`src/rtl/tpu_timer_sched.sv`:
```
// tpu_timer_sched: round-robin owner of the single TPU interval timer.
// Grants one requester at a time, loads its compare value, runs the
// timer until TMR_INT (DONE) or CANCEL of the owner (CNCL_ACK).
// Ports: SYS_CLK/RSTTPU_N clock and async active-low reset;
//   REQ/REQ_VALUE/CANCEL per-requester inputs; GNT/DONE/CNCL_ACK
//   one-hot pulses; BUSY/CUR_ID/TIME status; TMR_RST/TMR_INTMSK/
//   TMR_INT_VALUE drive the timer, TMR_INT is its interrupt.
module tpu_timer_sched #(
    parameter int NREQ = 4,
    parameter int CW   = 16
) (
    input  logic             SYS_CLK,
    input  logic             RSTTPU_N,
    input  logic [NREQ-1:0]  REQ,
    input  logic [NREQ*CW-1:0] REQ_VALUE,
    input  logic [NREQ-1:0]  CANCEL,
    output logic [NREQ-1:0]  GNT,
    output logic [NREQ-1:0]  DONE,
    output logic [NREQ-1:0]  CNCL_ACK,
    output logic             BUSY,
    output logic [2:0]       CUR_ID,
    output logic [7:0]       TIME,
    output logic             TMR_RST,
    output logic             TMR_INTMSK,
    output logic [CW-1:0]    TMR_INT_VALUE,
    input  logic             TMR_INT
);

    typedef enum logic [1:0] {
        S_IDLE,
        S_LOAD,
        S_RUN
    } state_t;

    state_t          state_q, state_d;
    logic [NREQ-1:0] gnt_q, gnt_d;
    logic [NREQ-1:0] done_q, done_d;
    logic [NREQ-1:0] cncl_q, cncl_d;
    logic            busy_q, busy_d;
    logic [2:0]      cur_id_q, cur_id_d;
    logic [2:0]      rr_q, rr_d;
    logic [7:0]      time_q, time_d;
    logic            tmr_rst_q, tmr_rst_d;
    logic            tmr_msk_q, tmr_msk_d;
    logic [CW-1:0]   val_q, val_d;

    logic [2:0]      sel;
    logic [3:0]      idx;
    logic [CW-1:0]   sel_val;
    logic [2:0]      rr_next;
    logic            cncl_hit;

    // Scan offsets from high to low so the requester closest to the
    // round-robin pointer is the last (winning) assignment.
    always_comb begin
        sel = '0;
        idx = '0;
        for (int k = NREQ - 1; k >= 0; k--) begin
            idx = {1'b0, rr_q} + 4'(k);
            if (idx >= 4'(NREQ)) begin
                idx = idx - 4'(NREQ);
            end
            for (int i = 0; i < NREQ; i++) begin
                if (idx == 4'(i) && REQ[i]) begin
                    sel = 3'(i);
                end
            end
        end
    end

    always_comb begin
        sel_val  = '0;
        cncl_hit = 1'b0;
        for (int i = 0; i < NREQ; i++) begin
            if (sel == 3'(i)) begin
                sel_val = REQ_VALUE[i*CW +: CW];
            end
            if (cur_id_q == 3'(i) && CANCEL[i]) begin
                cncl_hit = 1'b1;
            end
        end
    end

    assign rr_next = (cur_id_q == 3'(NREQ - 1)) ? 3'd0 : cur_id_q + 3'd1;

    always_comb begin
        state_d   = state_q;
        gnt_d     = '0;
        done_d    = '0;
        cncl_d    = '0;
        busy_d    = busy_q;
        cur_id_d  = cur_id_q;
        rr_d      = rr_q;
        time_d    = time_q;
        tmr_rst_d = tmr_rst_q;
        tmr_msk_d = tmr_msk_q;
        val_d     = val_q;
        unique case (state_q)
            S_IDLE: begin
                tmr_rst_d = 1'b1;
                tmr_msk_d = 1'b0;
                busy_d    = 1'b0;
                if (|REQ) begin
                    state_d  = S_LOAD;
                    busy_d   = 1'b1;
                    cur_id_d = sel;
                    val_d    = sel_val;
                    for (int i = 0; i < NREQ; i++) begin
                        gnt_d[i] = (sel == 3'(i));
                    end
                end
            end
            // Timer stays in reset for this cycle with the new
            // compare value already present.
            S_LOAD: begin
                state_d   = S_RUN;
                tmr_rst_d = 1'b0;
                tmr_msk_d = 1'b1;
            end
            S_RUN: begin
                if (TMR_INT || cncl_hit) begin
                    state_d   = S_IDLE;
                    busy_d    = 1'b0;
                    tmr_rst_d = 1'b1;
                    tmr_msk_d = 1'b0;
                    rr_d      = rr_next;
                    // Completion beats a same-cycle cancel.
                    for (int i = 0; i < NREQ; i++) begin
                        done_d[i] = TMR_INT && (cur_id_q == 3'(i));
                        cncl_d[i] = !TMR_INT && (cur_id_q == 3'(i));
                    end
                    if (TMR_INT) begin
                        time_d = time_q + 8'd1;
                    end
                end
            end
            default: begin
                state_d = S_IDLE;
            end
        endcase
    end

    always_ff @(posedge SYS_CLK or negedge RSTTPU_N) begin
        if (!RSTTPU_N) begin
            state_q   <= S_IDLE;
            gnt_q     <= '0;
            done_q    <= '0;
            cncl_q    <= '0;
            busy_q    <= 1'b0;
            cur_id_q  <= '0;
            rr_q      <= '0;
            time_q    <= '0;
            tmr_rst_q <= 1'b1;
            tmr_msk_q <= 1'b0;
            val_q     <= '0;
        end else begin
            state_q   <= state_d;
            gnt_q     <= gnt_d;
            done_q    <= done_d;
            cncl_q    <= cncl_d;
            busy_q    <= busy_d;
            cur_id_q  <= cur_id_d;
            rr_q      <= rr_d;
            time_q    <= time_d;
            tmr_rst_q <= tmr_rst_d;
            tmr_msk_q <= tmr_msk_d;
            val_q     <= val_d;
        end
    end

    assign GNT           = gnt_q;
    assign DONE          = done_q;
    assign CNCL_ACK      = cncl_q;
    assign BUSY          = busy_q;
    assign CUR_ID        = cur_id_q;
    assign TIME          = time_q;
    assign TMR_RST       = tmr_rst_q;
    assign TMR_INTMSK    = tmr_msk_q;
    assign TMR_INT_VALUE = val_q;

endmodule

```
`config.mk`:
```
export PLATFORM = sky130hd
export DESIGN_NAME = tpu_timer_sched
export DESIGN_NICKNAME = d
export VERILOG_FILES = /design/src/rtl/tpu_timer_sched.sv
export SDC_FILE = /design/constraint.sdc
export NUM_CORES = 1
export LEC_CHECK = 0
export ABC_AREA = 1
export CORE_MARGIN = 2
export CORE_UTILIZATION = 42
export CTS_CLUSTER_SIZE = 28
export DETAILED_ROUTE_END_ITERATION = 16
export GPL_ROUTABILITY_DRIVEN = 0
export PLACE_DENSITY = 0.88
export SYNTH_ARGS = -nofsm -noshare
export SYNTH_HDL_FRONTEND = slang
export SYNTH_SLANG_ARGS = --single-unit
```
`constraint.sdc`:
```
create_clock -name SYS_CLK -period 2.9 [get_ports SYS_CLK]
set_clock_uncertainty 0.2 [all_clocks]
set_input_delay 0.725 -clock SYS_CLK [delete_from_list [all_inputs] [get_ports SYS_CLK]]
set_output_delay 0.725 -clock SYS_CLK [all_outputs]
set_load 0.1 [all_outputs]
```
; Word-level counts from Yosys, hierarchy flattened
; Cells that the tools add are included.
[classes]
n_reduce_logical = 44
muxes = 43
eq_ne = 22
n_addsub = 9
magnitude_cmp = 4
[ops]
columns = cell, n
row1 = 16-bit 2-to-1 mux, 4
row2 = 3-bit 2-to-1 mux, 15
row3 = 4-bit 2-to-1 mux, 10
row4 = "4-bit by 2-bit equality test with 1-bit output, second input constant", 8
row5 = 1-bit logical AND, 27
row6 = "4-bit by 1-bit equality test with 1-bit output, second input constant", 4
row7 = "3-bit by 2-bit equality test with 1-bit output, second input constant", 4
row8 = "4-bit by 3-bit >= comparator with 1-bit output, second input constant", 3
row9 = 4-bit zero test, 3
row10 = "4-bit by 3-bit subtractor with 4-bit output, second input constant", 3
row11 = 2-bit AND reduction, 5
row12 = "3-bit by 2-bit adder with 4-bit output, second input constant", 2
row13 = "8-bit by 1-bit adder with 8-bit output, second input constant", 1
row14 = 1-bit 2-to-1 mux, 8
row15 = "3-bit by 1-bit equality test with 1-bit output, second input constant", 2
row16 = 3-bit zero test, 2
row17 = 1-bit case mux with 3 select lines, 2
row18 = 2-bit case mux with 3 select lines, 1
row19 = "3-bit by 1-bit adder with 4-bit output, second input constant", 1
row20 = 2-bit 2-to-1 mux, 2
row21 = "2-bit != test, second input constant", 2
row22 = 4-bit OR reduction, 1
row23 = "3-bit by 3-bit subtractor with 4-bit output, second input constant", 1
row24 = "3-bit by 1-bit adder with 3-bit output, second input constant", 1
row25 = 10 further kinds, 10
[totals]
regBits = 47
out_inout_bits = 42
word_cells = 133
input_bits = 75

; Logic depth before layout (Yosys ltp)
[depth]
ltp_word = 25
ltp_mapped = 21
depth_no_buf = 20

; Least setup slack after synthesis
; Ideal clock, no wire load.
[synth_path]
path_type = register to register
from = reg cur_id_q[0], in the netlist CUR_ID[0]
to = reg tmr_rst_q, in the netlist TMR_RST
period_less_slack_ns = 2.589
t_arrival_ns = 2.310
setup_ns = 0.079
required_ns = 2.621
setup_slack_ns = 0.311
path_stages_with_launch = 9
cell_sequence = dfrtp_1 inv_1 ha_1 a221o_1 a221oi_1 nand2_1 o21ai_0 nand2_1 o21ai_0
[synth_via]
elab_chain_len = 9
elab_cells_between_ends = 15
cone_classes = 4 x eq/ne / 4 x mux / 7 x reduce/logical
[synth_rtl]
columns = item, line
row1 = "start, declared", 40  ; logic [2:0] cur_id_q, cur_id_d;
row2 = "start signal, assigned", 162  ; cur_id_q <= cur_id_d;
row3 = 3-bit zero test, 78  ; if (cur_id_q == 3'(i) && CANCEL[i]) begin
row4 = 1-bit logical AND, 78
row5 = 1-bit 2-to-1 mux (3 in a row), 78
row6 = 1-bit 2-to-1 mux (*), 78
row7 = 1-bit logical OR (*), 121  ; if (TMR_INT || cncl_hit) begin
row8 = 2-bit != test (no source line) (*), --
row9 = 2-bit AND reduction (no source line) (*), --
row10 = "end signal, assigned", 165  ; tmr_rst_q <= tmr_rst_d;
row11 = "end, declared", 43  ; logic tmr_rst_q, tmr_rst_d;
; Every way passes the cells marked *; elsewhere a longest branch is shown, timed or not.
; A chain may end at the register's enable or synchronous reset.

; Worst setup path after layout
[layout_path]
from = in REQ[3]
to = reg val_q[14], in the netlist TMR_INT_VALUE[14]
[layout_via]
elab_chain_len = 19
elab_cells_between_ends = 27
cone_classes = 3 x eq/ne / 17 x mux / 7 x reduce/logical
[layout_rtl]
columns = item, line
row1 = "start, declared", 14  ; input logic [NREQ-1:0] REQ,
row2 = 1-bit logical AND, 64  ; if (idx == 4'(i) && REQ[i]) begin
row3 = 3-bit 2-to-1 mux (13 in a row), 64
row4 = 3-bit zero test, 75  ; if (sel == 3'(i)) begin
row5 = 16-bit 2-to-1 mux (4 in a row), 75
row6 = "end signal, assigned", 167  ; val_q <= val_d;
row7 = "end, declared", 45  ; logic [CW-1:0] val_q, val_d;
; Several ways; a longest one is shown, not always the timed one.

==> metrics.cfg <==
[place]
dp_slack_ns=0.01525
port-buffer-count=115
hpwl_um=5490
placed_area_um2=3834

[global_routing]
antenna_found_initial=0
grt-busiest-layer=met2
grt_use_total_pct=19.84
grt_max_degree=25
use_met3_pct=3.660
first_global_vias=2772
grt_pass1_wl_um=11470
grtUsageMet1_pct=21.74
use_met2_pct=37.24
grt-ovfl-total=0

[cells_and_area]
n_antenna_cell=0
layout-drive-gt1-share_pct=16.09
area_growth_pct=46.95
final_area_um2=3924
fin_nets=547
fillers=559
fin_util_pct=62.87

[timing]
relSlewSlack_pct=64.16
worst_pin_slew_ns=0.5343
maxSlewViolCount=0
hold_viol=0
layout_setup_ws_ns=0.3222
rsz0062_at_grt=false
tns_ns=0
finalCritPeriodShare_pct=88.89
fmax_ghz=0.3879
layout_min_cycle_time_ns=2.578
finalSetupViolCount=0

[clock_network]
cts_max_path_buffers=2
cts.sinks=45
cts_setup_buffers=0
cts_buffers=5
cts_hold_buf=0
clk_latency_ns=0.29
post_cts_resized=0
cts_tree=yes
cts_root_buf=clkbuf_8
path_clk_slew_ns=0.09
htree_num_levels=2

[drt]
ant_nets=0
drt-total-wl_um=6903
vias_per_cell=5.053
dr.pass1.iters=4
vias=2744
drc=0
drt-wirelength-per-cell_um=12.71
drt_iter0_markers=86

[synth]
synth.distinct_cells=31
yosysTopAreaCell=dfrtp_1
avgSynthCellArea_um2=7.717
synth-seq-cells=45
synth_flop_cell=dfrtp_1
synth_top_area_share_pct=41.24
netlist_top_cells_count=nand2_1, dfrtp_1, nand3_1
synth_area_um2=2670
syn_inst=346
yosysMostFrequentCell=nand2_1
ys_async_sr_fraction_pct=100.0
yosys_warnings=0
synth_edf_count=0
seq_area_frac_synth_pct=42.22
synthTopCellsByArea=dfrtp_1, nand2_1, nand3_1, nand4_1, inv_1

[setup_path]
critPathCaptureType=flop
r2r-start=rr_q[1]
required_ns=2.90
criticalPathCategory=input port to flop
cp-start-kind=input port
cp.arrival_ns=2.57
critPathMaxFanout=24
critPathLaunch=REQ[3]

[floorplanning]
design.core.area_um2=6241
io_pins=117
die_h_um=83.73
dieArea_um2=7011
die_w_um=83.73
start_util_pct=42.78
num_rows=29

[hold_path]
min_path_type=input port to async pin

[status]
outcome=complete, no violations

[flow_run]
cap_violations=0

==> critical path: stages <==
cell             delay (ns)
clkdlybuf4s50_1        0.48
nand2_1                0.13
nand2_1                0.06
nand2_1                0.05
nand2_1                0.05
nand2_1                0.05
nand2_1                0.04
nand2_1                0.05
nand2_1                0.05
nand2_1                0.05
nand2_1                0.04
nand2_1                0.06
nand2_2                0.06
nand2_4                0.08
nand2_4                0.07
buf_12                 0.16
o21bai_1               0.13
nand3_1                0.10
nand2_1                0.07
nand2_1                0.04
==> sequential cells by signal, summed over array words and instances (netlist names) <==
| signal | count |
|---|---|
| DONE | 4 |
| state_q | 2 |
| GNT | 4 |
| rr_q | 2 |
| TMR_INTMSK | 1 |
| CNCL_ACK | 4 |
| TIME | 8 |
| BUSY | 1 |
| CUR_ID | 2 |
| TMR_RST | 1 |
| TMR_INT_VALUE | 16 |
==> final timing paths <==
path / slack [ns] / to / depth (start not counted)
setup / recovery: 0.32 / TMR_INT_VALUE[14] / 20
hold / removal: 0.07 / TIME[3] / 1
setup reg to reg: 0.41 / TMR_INT_VALUE[1] / 14
hold reg to reg: 0.27 / TIME[7] / 1
max in group asynchronous: 1.85 / TMR_RST / 2
min in group SYS_CLK: 0.27 / TIME[7] / 1
==> metal layers <==
metal  vias up  share of wire (%)  wire length (um)
met2       124                 49              3410
met5         -                  0                 0
met1      1233                 41              2827
met4         0                3.1               213
met3        22                6.5               452
li1       1365                  -                 -
==> area by class of cell <==
cell class                 instances  area, um2  share of cell area (%)
clock buffer                       5      68.82                   1.754
clock inverter                     3      21.27                  0.5421
inverter                          39      146.4                   3.731
multi-input combinational        245       1290                   32.88
sequential                        45       1127                   28.73
tap                               77      96.34                   2.455
timing repair buffer             129       1174                   29.91
==> logic make-up after synthesis <==
| kind of cell | count (synthesis) | synth area share, % |
|---|---|---|
| buffers and inverters | 57 | 9.934 |
| AO/OA/AOI/OAI | 33 | 7.966 |
| AND/OR/NAND/NOR | 195 | 34.02 |
| other | 2 | 0.2813 |
| flip-flops | 45 | 42.22 |
| XOR/XNOR | 7 | 2.296 |
| adder cells (fa/ha/maj) | 7 | 3.280 |
==> through the flow <==
stage / hold WS [ns] / std cells
after floorplan: 0.2294 / 347
after global placement: 0.2631 / 535
after detailed placement: 0.2625 / 535
after CTS: 0.07255 / 543
after global routing: 0.07969 / 543
final: 0.07044 / 543
==> layout by cell type, fill, tap and decap left out, drive strengths merged <==
cell           instances
a221oi                 1
clkdlybuf4s50         73
nand2                100
conb                   3
a21oi                  1
xnor2                  3
nand3                 41
a31oi                  1
clkinv                 2
clkbuf                 5
nor4                   1
nor3                   5
dfrtp                 44
inv                   39
xor2                   4
o21ai                 17
buf                   56
ha                     7
dfstp                  1
a221o                  1
o21bai                11
nor2                  16
o2111ai                1
nand3b                11
nand4                 21
clkinvlp               1
Power is not shown: default switching activity piles up to over one toggle a cycle in this logic, so the estimate is an artifact.
